[src/rtl/multicycle_ctrl_pkg.sv]
// Shared types and encodings for the multi-cycle RISC control unit.
package multicycle_ctrl_pkg;

  localparam int unsigned OPC_W    = 4;
  localparam int unsigned INSTR_W  = 16;
  localparam int unsigned PC_SRC_W = 2;
  localparam int unsigned WB_SRC_W = 2;
  localparam int unsigned ALU_OP_W = 2;

  localparam logic [OPC_W-1:0] OP_ADD  = 4'h0;
  localparam logic [OPC_W-1:0] OP_SUB  = 4'h1;
  localparam logic [OPC_W-1:0] OP_AND  = 4'h2;
  localparam logic [OPC_W-1:0] OP_OR   = 4'h3;
  localparam logic [OPC_W-1:0] OP_ADDI = 4'h4;
  localparam logic [OPC_W-1:0] OP_SUBI = 4'h5;
  localparam logic [OPC_W-1:0] OP_LDR  = 4'h6;
  localparam logic [OPC_W-1:0] OP_STR  = 4'h7;
  localparam logic [OPC_W-1:0] OP_B    = 4'h8;
  localparam logic [OPC_W-1:0] OP_BZ   = 4'h9;
  localparam logic [OPC_W-1:0] OP_JAL  = 4'hA;
  localparam logic [OPC_W-1:0] OP_JR   = 4'hB;
  localparam logic [OPC_W-1:0] OP_HALT = 4'hF;

  localparam logic [PC_SRC_W-1:0] PC_INC  = 2'd0;
  localparam logic [PC_SRC_W-1:0] PC_REL  = 2'd1;
  localparam logic [PC_SRC_W-1:0] PC_REG  = 2'd2;
  localparam logic [PC_SRC_W-1:0] PC_TRAP = 2'd3;

  localparam logic [WB_SRC_W-1:0] WB_ALU = 2'd0;
  localparam logic [WB_SRC_W-1:0] WB_MDR = 2'd1;
  localparam logic [WB_SRC_W-1:0] WB_PC  = 2'd2;

  localparam logic [ALU_OP_W-1:0] ALU_ADD = 2'd0;
  localparam logic [ALU_OP_W-1:0] ALU_SUB = 2'd1;
  localparam logic [ALU_OP_W-1:0] ALU_AND = 2'd2;
  localparam logic [ALU_OP_W-1:0] ALU_OR  = 2'd3;

  typedef enum logic [2:0] {
    ST_BOOT, ST_FETCH, ST_DECODE, ST_EXEC, ST_MEM, ST_WB, ST_HALT
  } state_t;

  typedef enum logic [3:0] {
    CL_RTYPE, CL_IMM, CL_MEM, CL_B, CL_BZ, CL_JAL, CL_JR, CL_HALT, CL_ILLEGAL
  } op_class_t;

  typedef struct packed {
    op_class_t             cls;
    logic                  imm_5or8;
    logic [ALU_OP_W-1:0]   alu_op;
    logic                  is_illegal;
  } dec_t;

endpackage

[src/rtl/multicycle_ctrl_if.sv]
// Control-unit <-> datapath/memory bundle; master = controller side.
interface multicycle_ctrl_if;
  import multicycle_ctrl_pkg::*;

  logic [INSTR_W-1:0]  instr;
  logic                zero_flag;
  logic                mem_ack;
  logic                mem_req;
  logic                mem_we;
  logic                mem_addr_src;
  logic                ir_load;
  logic                mdr_load;
  logic                pc_write;
  logic [PC_SRC_W-1:0] pc_src;
  logic                imm_5or8;
  logic                alu_src_imm;
  logic [ALU_OP_W-1:0] alu_op;
  logic                reg_write;
  logic                reg_dst_r7;
  logic [WB_SRC_W-1:0] wb_src;
  logic                halted;
  logic                bus_err;

  modport master (
    input  instr, zero_flag, mem_ack,
    output mem_req, mem_we, mem_addr_src, ir_load, mdr_load, pc_write, pc_src,
           imm_5or8, alu_src_imm, alu_op, reg_write, reg_dst_r7, wb_src, halted, bus_err
  );

  modport slave (
    output instr, zero_flag, mem_ack,
    input  mem_req, mem_we, mem_addr_src, ir_load, mdr_load, pc_write, pc_src,
           imm_5or8, alu_src_imm, alu_op, reg_write, reg_dst_r7, wb_src, halted, bus_err
  );
endinterface

[src/rtl/multicycle_ctrl_op_decode.sv]
// Combinational opcode classifier: class, immediate width, ALU op, illegal flag.
module multicycle_ctrl_op_decode
  import multicycle_ctrl_pkg::*;
(
  input  logic [OPC_W-1:0] opcode,
  output dec_t             dec
);

  always_comb begin
    dec.cls        = CL_ILLEGAL;
    dec.imm_5or8   = 1'b0;
    dec.alu_op     = ALU_ADD;
    dec.is_illegal = 1'b0;
    case (opcode)
      OP_ADD:  dec.cls = CL_RTYPE;
      OP_SUB:  begin dec.cls = CL_RTYPE; dec.alu_op = ALU_SUB; end
      OP_AND:  begin dec.cls = CL_RTYPE; dec.alu_op = ALU_AND; end
      OP_OR:   begin dec.cls = CL_RTYPE; dec.alu_op = ALU_OR;  end
      OP_ADDI: dec.cls = CL_IMM;
      OP_SUBI: begin dec.cls = CL_IMM; dec.alu_op = ALU_SUB; end
      OP_LDR, OP_STR: dec.cls = CL_MEM;
      OP_B:    begin dec.cls = CL_B;   dec.imm_5or8 = 1'b1; end
      OP_BZ:   begin dec.cls = CL_BZ;  dec.imm_5or8 = 1'b1; end
      OP_JAL:  begin dec.cls = CL_JAL; dec.imm_5or8 = 1'b1; end
      OP_JR:   dec.cls = CL_JR;
      OP_HALT: dec.cls = CL_HALT;
      default: dec.is_illegal = 1'b1;
    endcase
  end

endmodule

[src/rtl/multicycle_ctrl.sv]
// Multi-cycle control FSM with shared memory-port arbitration and request timeout.
// Build option: CTRL_ILLEGAL_TRAP_EN turns illegal opcodes into a trap instead of a NOP.
module multicycle_ctrl
  import multicycle_ctrl_pkg::*;
#(
  parameter int unsigned TIMEOUT_CYC = 16
) (
  input  logic               clk,
  input  logic               rst,
  multicycle_ctrl_if.master  bus
);

  localparam int unsigned CNT_W = (TIMEOUT_CYC > 2) ? $clog2(TIMEOUT_CYC) : 1;

  state_t             state_q, state_d;
  logic [OPC_W-1:0]   opcode_q, opcode_d;
  logic [CNT_W-1:0]   cnt_q, cnt_d;
  dec_t               dec;
  logic               at_limit_c;
  logic               unused_instr;

  assign unused_instr = ^bus.instr[INSTR_W-OPC_W-1:0];
  assign at_limit_c   = (cnt_q == CNT_W'(TIMEOUT_CYC - 1));

  multicycle_ctrl_op_decode u_dec (.opcode(opcode_q), .dec(dec));

  always_ff @(posedge clk or posedge rst) begin
    if (rst) begin
      state_q  <= ST_BOOT;
      opcode_q <= '0;
      cnt_q    <= '0;
    end else begin
      state_q  <= state_d;
      opcode_q <= opcode_d;
      cnt_q    <= cnt_d;
    end
  end

  always_comb begin
    state_d          = state_q;
    opcode_d         = opcode_q;
    bus.mem_req      = 1'b0;
    bus.mem_we       = 1'b0;
    bus.mem_addr_src = 1'b0;
    bus.ir_load      = 1'b0;
    bus.mdr_load     = 1'b0;
    bus.pc_write     = 1'b0;
    bus.pc_src       = PC_INC;
    bus.imm_5or8     = 1'b0;
    bus.alu_src_imm  = 1'b0;
    bus.alu_op       = ALU_ADD;
    bus.reg_write    = 1'b0;
    bus.reg_dst_r7   = 1'b0;
    bus.wb_src       = WB_ALU;
    bus.halted       = 1'b0;
    bus.bus_err      = 1'b0;

    case (state_q)
      ST_BOOT: state_d = ST_FETCH;

      ST_FETCH: begin
        bus.mem_req = 1'b1;
        if (bus.mem_ack) begin
          bus.ir_load  = 1'b1;
          bus.pc_write = 1'b1;
          opcode_d     = bus.instr[INSTR_W-1 -: OPC_W];
          state_d      = ST_DECODE;
        end else if (at_limit_c) begin
          bus.bus_err = 1'b1;
          state_d     = ST_HALT;
        end
      end

      ST_DECODE: begin
        bus.imm_5or8 = dec.imm_5or8;
        state_d      = ST_EXEC;
      end

      ST_EXEC: begin
        bus.imm_5or8 = dec.imm_5or8;
        state_d      = ST_FETCH;
        if (dec.is_illegal) begin
`ifdef CTRL_ILLEGAL_TRAP_EN
          bus.pc_write   = 1'b1;
          bus.pc_src     = PC_TRAP;
          bus.reg_write  = 1'b1;
          bus.reg_dst_r7 = 1'b1;
          bus.wb_src     = WB_PC;
`endif
        end else begin
          case (dec.cls)
            CL_RTYPE: begin bus.alu_op = dec.alu_op; state_d = ST_WB; end
            CL_IMM: begin
              bus.alu_op      = dec.alu_op;
              bus.alu_src_imm = 1'b1;
              state_d         = ST_WB;
            end
            CL_MEM:  begin bus.alu_src_imm = 1'b1; state_d = ST_MEM; end
            CL_B:    begin bus.pc_write = 1'b1; bus.pc_src = PC_REL; end
            CL_BZ:   begin bus.pc_write = bus.zero_flag; bus.pc_src = PC_REL; end
            CL_JAL: begin
              bus.reg_write  = 1'b1;
              bus.reg_dst_r7 = 1'b1;
              bus.wb_src     = WB_PC;
              bus.pc_write   = 1'b1;
              bus.pc_src     = PC_REL;
            end
            CL_JR:   begin bus.pc_write = 1'b1; bus.pc_src = PC_REG; end
            CL_HALT: state_d = ST_HALT;
            default: state_d = ST_FETCH;
          endcase
        end
      end

      ST_MEM: begin
        bus.mem_req      = 1'b1;
        bus.mem_addr_src = 1'b1;
        bus.mem_we       = (opcode_q == OP_STR);
        if (bus.mem_ack) begin
          if (opcode_q == OP_STR) begin
            state_d = ST_FETCH;
          end else begin
            bus.mdr_load = 1'b1;
            state_d      = ST_WB;
          end
        end else if (at_limit_c) begin
          bus.bus_err = 1'b1;
          state_d     = ST_HALT;
        end
      end

      ST_WB: begin
        bus.reg_write = 1'b1;
        bus.wb_src    = (opcode_q == OP_LDR) ? WB_MDR : WB_ALU;
        state_d       = ST_FETCH;
      end

      ST_HALT: bus.halted = 1'b1;

      default: state_d = ST_BOOT;
    endcase

    // Wait counter only advances while one request is still outstanding
    if (bus.mem_req && !bus.mem_ack && (state_d == state_q)) begin
      cnt_d = cnt_q + CNT_W'(1);
    end else begin
      cnt_d = '0;
    end
  end

endmodule

[src/flat_wrapper.sv]
// flat-port wrapper written by rule: the top's interface ports become plain ports
module multicycle_ctrl_flat import multicycle_ctrl_pkg::*;
#(
  parameter int unsigned TIMEOUT_CYC = 16
)
  (clk, rst, bus_instr, bus_zero_flag, bus_mem_ack, bus_mem_req, bus_mem_we, bus_mem_addr_src, bus_ir_load, bus_mdr_load, bus_pc_write, bus_pc_src, bus_imm_5or8, bus_alu_src_imm, bus_alu_op, bus_reg_write, bus_reg_dst_r7, bus_wb_src, bus_halted, bus_bus_err);
  multicycle_ctrl_if bus_i ();
  input  logic clk;
  input  logic rst;
  input wire logic [$bits(bus_i.instr)-1:0] bus_instr;
  input wire logic [$bits(bus_i.zero_flag)-1:0] bus_zero_flag;
  input wire logic [$bits(bus_i.mem_ack)-1:0] bus_mem_ack;
  output wire logic [$bits(bus_i.mem_req)-1:0] bus_mem_req;
  output wire logic [$bits(bus_i.mem_we)-1:0] bus_mem_we;
  output wire logic [$bits(bus_i.mem_addr_src)-1:0] bus_mem_addr_src;
  output wire logic [$bits(bus_i.ir_load)-1:0] bus_ir_load;
  output wire logic [$bits(bus_i.mdr_load)-1:0] bus_mdr_load;
  output wire logic [$bits(bus_i.pc_write)-1:0] bus_pc_write;
  output wire logic [$bits(bus_i.pc_src)-1:0] bus_pc_src;
  output wire logic [$bits(bus_i.imm_5or8)-1:0] bus_imm_5or8;
  output wire logic [$bits(bus_i.alu_src_imm)-1:0] bus_alu_src_imm;
  output wire logic [$bits(bus_i.alu_op)-1:0] bus_alu_op;
  output wire logic [$bits(bus_i.reg_write)-1:0] bus_reg_write;
  output wire logic [$bits(bus_i.reg_dst_r7)-1:0] bus_reg_dst_r7;
  output wire logic [$bits(bus_i.wb_src)-1:0] bus_wb_src;
  output wire logic [$bits(bus_i.halted)-1:0] bus_halted;
  output wire logic [$bits(bus_i.bus_err)-1:0] bus_bus_err;
  assign bus_i.instr = bus_instr;
  assign bus_i.zero_flag = bus_zero_flag;
  assign bus_i.mem_ack = bus_mem_ack;
  assign bus_mem_req = bus_i.mem_req;
  assign bus_mem_we = bus_i.mem_we;
  assign bus_mem_addr_src = bus_i.mem_addr_src;
  assign bus_ir_load = bus_i.ir_load;
  assign bus_mdr_load = bus_i.mdr_load;
  assign bus_pc_write = bus_i.pc_write;
  assign bus_pc_src = bus_i.pc_src;
  assign bus_imm_5or8 = bus_i.imm_5or8;
  assign bus_alu_src_imm = bus_i.alu_src_imm;
  assign bus_alu_op = bus_i.alu_op;
  assign bus_reg_write = bus_i.reg_write;
  assign bus_reg_dst_r7 = bus_i.reg_dst_r7;
  assign bus_wb_src = bus_i.wb_src;
  assign bus_halted = bus_i.halted;
  assign bus_bus_err = bus_i.bus_err;
  multicycle_ctrl #(.TIMEOUT_CYC(TIMEOUT_CYC)) u_core (.clk(clk), .rst(rst), .bus(bus_i));
endmodule
[config.mk]
export PLATFORM = sky130hd
export DESIGN_NAME = multicycle_ctrl_flat
export DESIGN_NICKNAME = d
export VERILOG_FILES = /design/src/rtl/multicycle_ctrl_pkg.sv /design/src/rtl/multicycle_ctrl_if.sv /design/src/rtl/multicycle_ctrl_op_decode.sv /design/src/rtl/multicycle_ctrl.sv /design/src/flat_wrapper.sv
export SDC_FILE = /design/constraint.sdc
export NUM_CORES = 1
export LEC_CHECK = 0
export CORE_ASPECT_RATIO = 1.1
export CORE_UTILIZATION = 38
export DETAILED_ROUTE_END_ITERATION = 8
export PLACE_DENSITY = 0.73
export SETUP_SLACK_MARGIN = 0.05
export SLEW_MARGIN = 10
export SYNTH_ARGS = -nofsm -noshare
export SYNTH_HDL_FRONTEND = slang
export SYNTH_HIERARCHICAL = 1
export SYNTH_SLANG_ARGS = --single-unit
[constraint.sdc]
create_clock -name clk -period 2 [get_ports clk]
set_clock_uncertainty 0.1 [all_clocks]
set_input_delay 0.4 -clock clk [delete_from_list [all_inputs] [get_ports clk]]
set_output_delay 0.4 -clock clk [all_outputs]
set_load 0.005 [all_outputs]
; Word-level counts from Yosys, hierarchy flattened
; Cells that the tools add are included.
[totals]
in_bits = 20
ff_bits = 11
output_inout_bits = 18
word_cells = 95
[op_classes]
eq_ne = 27
n_mux = 44
reduce_logical = 20
n_addsub = 1
[ops]
columns = op, count
row1 = $eq 4x3->1 const B, 8
row2 = $pmux 4 s8, 1
row3 = $eq 4x4->1 const B, 6
row4 = $mux 1, 22
row5 = $pmux 3 s6, 1
row6 = $eq 4x2->1 const B, 4
row7 = $reduce_or 2->1, 8
row8 = $mux 3, 5
row9 = $mux 2, 7
row10 = $reduce_or 13->1, 1
row11 = $eq 3x3->1 const B, 3
row12 = $pmux 3 s3, 1
row13 = $reduce_or 3->1, 3
row14 = $eq 4x1->1 const B, 2
row15 = $logic_not 4->1, 2
row16 = $pmux 2 s2, 2
row17 = $eq 3x2->1 const B, 2
row18 = $pmux 1 s2, 3
row19 = $pmux 2 s3, 1
row20 = $add 4x1->4 const B, 1
row21 = $mux 4, 1
row22 = $reduce_or 4->1, 1
row23 = $eq 3x1->1 const B, 1
row24 = $eq 3x3->1, 1
row25 = 4 further kinds, 5

; Logic depth before layout (Yosys ltp)
[logic_depth]
ltp_word = 11
ltp_mapped = 8
mapped_depth_nobuf = 6

; By module
; The synthesis kept the hierarchy.
[modules_own_cells]
columns = mod, instances, seq_area_each_um2, area_per_inst_um2, cells_per_inst
row1 = multicycle_ctrl, 1, 275.3, 815.8, 86
row2 = multicycle_ctrl_op_decode, 1, 0.0, 117.6, 19

; Least setup slack after synthesis
; No wires, ideal clock.
[synth_path]
kind = flip-flop to output port
startpoint = reg u_core.opcode_q[1]
endpoint = out bus_reg_write
path_stages_with_launch = 9
required_time_ns = 1.500
arrival_ns = 1.647
n_path_buf = 2
path_slack_ns = -0.147
path_cell_list = dfrtp_1 > buf_4 > nand2b_1 > nand2_1 > a21boi_2 > clkbuf_1 > nor2b_1 > and4b_1 > nand2b_1
[synth_lines]
columns = element, line
row1 = "start, declared", multicycle_ctrl.sv:16  ; logic [OPC_W-1:0] opcode_q, opcode_d;
row2 = "start signal, assigned", multicycle_ctrl.sv:34  ; opcode_q <= opcode_d;
row3 = "end, declared", flat_wrapper.sv:23  ; output wire logic [$bits(bus_i.reg_write)-1:0] bus_reg_write;

==> results.md <==
* Total Wirelength at 3710 µm
* Die Area at 2660 µm²
* CP Max Fanout at 5
* Slowest cell on the critical path: dfrtp_2
* R2r startpoint: u_core/opcode_q[2]
* Number of synthesized flops with an enable pin at 0
* Mean cell area of the mapped netlist at 8.89 µm²
* Worst-case clock buffer depth at 2
* Setup Crit Path Kind: reg -> out
* Drt pass-1 iters at 4
* Clock sink count at 11
* Fin crit period at 2.37 ns
* R2r setup slk at 0.12 ns
* HP Class: in -> async
* H-tree depth at 1
* CP cell instances: buf_6, nand2b_4, a21boi_2, buf_4, a21bo_4, o21ai_2, a41o_1, buf_2
* Clock-pin transition on the worst setup and hold timing paths at 0.07 ns
* Crit-path leading delay family: compound AO/OA/AOI/OAI gates
* Row count at 18
* FF+latch area at 282 µm²
* RSZ-0062 raised after global routing: true
* Number of max-cap violations at 0
* PnR worst setup slack at -0.368 ns
* Filler cell count at 128
* Violated checks: negative setup slack
* Asr flop ratio synth at 100%
* Largest cells by area after synthesis: dfrtp_1, mux2_2, nand2b_1, xnor2_1, nor2_1
* CP startpoint kind: register
* Layout area overhead at 94.6%
* Post-Syn Nets at 126
* WP buf/inv at 3
* Synth area leader: dfrtp_1
* Flops & latches, synth at 11
* P per Cell Area at 223 nW/µm²
* Post-layout util at 79.9%
* Per-cell routed wire length at 17.1 µm
* Worst Reg2Reg Path Length in Cells at 8
* DRT iter0 DRCs at 16
* Clock latency at the later pin of the worst-skew pair at 0.27 ns
* Share of the synthesized area in the top cell type at 29.5%
* Final period utilization at 118%
* Antenna viol nets, final at 0
* Die W at 49.3 µm
* Initial Util at 41.0%
* IR drop worst, VDD at 395 µV
* Worst setup EP type: output port
* Most frequent cells in the layout: buf_4, buf_6, buf_2, nor2_1, clkdlybuf4s50_1
* Vias per cell at 5.35
* Fin nets at 209
* Die H at 54.0 µm
* Core ar. at 2270 µm²
* Sequential area share after synthesis at 29.5%
* Crit path required time at 1.50 ns
* F_max at 422 MHz
* Footprint of the multi-input gates at 728 µm²
* Root buffer cell: clkbuf_4
* Layout cells sized above 1 at 64.7%
* Vias in the first global route at 1055
* Yosys cell types at 45
* Crit path largest cell delay at 0.44 ns
* R2R Path End: u_core/state_q[2]
* CTS Buf Count at 3
* Final hold violations at 0
* Rel. slew slack at 69.8%
* GR Overflow Total at 0
* Cell Area, Synth at 933 µm²
* Ports at 38
* Pwr Total at 405 µW
* Initial antenna violation count at 0
* Status: complete, but fails checks
* Port bufs at 25
* Post-Synthesis Cells at 105
* Commonest non-fill, non-tap cell in the layout: buf_4
* Cell leakage power at 0.000934 µW
* First-pass GRT wire length at 4800 µm
* CTS tree: done
* Synth warnings at 6
* Final setup violation count at 12
* Crit path arrival time at 1.87 ns
* Slew Limit Fails at 0
* Via count at 1162
* DRC at 0
* HPWL Detailed at 1890 µm
* GRT Total Usage at 24.3%
* ANT cells at 0
* Ys flop type: dfrtp_1
* Largest net degree at the start of global routing at 12
* Worst-margin pin slew at 0.453 ns
* GPL Wtd Cong at 0.808
area by class of cell:
type / instances / area share, %
flip-flops and latches: 11 / 15.5
multi-input cells: 78 / 40.1
inverters: 5 / 1.03
well taps: 30 / 2.07
repair buffers: 89 / 39.9
clock buffers: 4 / 1.45
registers in the layout (all words and copies together), names as in the netlist:
register / cells
u_core/opcode_q: 4
u_core/cnt_q: 4
u_core/state_q: 3
metal layers:
metal | routed length (µm) | up-vias | GRT usage [%]
met5 | 0 | - | 0
met4 | 112 | 0 | 9.31
met3 | 94 | 10 | 3.95
met2 | 2040 | 29 | 48.4
met1 | 1470 | 580 | 25.7
li1 | - | 543 | -
cell usage after synthesis (all sizes together) (2+ instances only):
master  number
nor3b        3
nor4b        3
nand2b       7
mux2         5
nand2        5
clkbuf       5
nor3         3
buf          6
xnor2        4
a31oi        2
nand3b       2
a21oi        4
and3         3
and3b        2
dfrtp       11
inv          5
o21ai        5
o211ai       2
nand3        2
nand4        2
nor2         8
and4b        2
power by group:
group / switching (µW) / leakage [µW] / total [µW] / internal [µW]
Combinational: 9.51 / 0.000783 / 23.2 / 13.7
Clock: 82.0 / 0.0000150 / 159 / 77.4
Sequential: 0 / 0.000136 / 222 / 222
Total: 91.5 / 0.000934 / 405 / 313
cell families (layout without fill, tap and decap cells):
group,after synthesis,in the layout,share of synthesized area (%)
muxes,5,5,6.03
xor gates and xnor gates,5,5,4.69
buffers and inverters,16,98,9.38
AOI/OAI and AO/OA,18,18,13.8
DFF,11,11,29.5
adders and majority gates,1,1,1.34
and+or+nand+nor,49,49,35.3
per-stage QoR:
step	std cells	worst slack, ns	instance area (µm²)	setup TNS, ns	hold slack (ns)
floorplan	105	0.0434	960	0	0.152
global placement	183	-0.406	1420	-4.02	0.358
CTS	204	-0.317	1640	-2.59	0.333
detailed placement	183	-0.497	1420	-4.56	0.376
global route	217	-0.425	1820	-3.98	0.401
finish	217	-0.368	1820	-3.32	0.367
repair_timing:
action                                  CTS  global route
gates resized for setup                  83            28
endpoints found under the setup margin   18            17
hold buffers                              0             0
cloned                                    0             0
endpoints found under the hold margin     0             0
pin swaps                                16            12
buffers inserted                         18            14
worst max-delay path by stage:
| stage | slack [ns] | start | to | depth (start not counted) |
|---|---|---|---|---|
| 6_report | -0.37 | u_core/opcode_q[2] | bus_pc_write | 8 |
| 5_1_grt | -0.43 | u_core/opcode_q[2] | bus_pc_write | 8 |
| 4_1_cts | -0.32 | u_core/opcode_q[2] | bus_pc_write | 8 |
| 3_5_place_dp | -0.50 | u_core/opcode_q[0] | bus_pc_write | 7 |
| 3_3_place_gp | -0.41 | u_core/opcode_q[2] | bus_pc_write | 7 |
| 2_1_floorplan | 0.04 | u_core/opcode_q[1] | bus_reg_write | 8 |
Note: power is estimated with default switching activity, not from simulation.
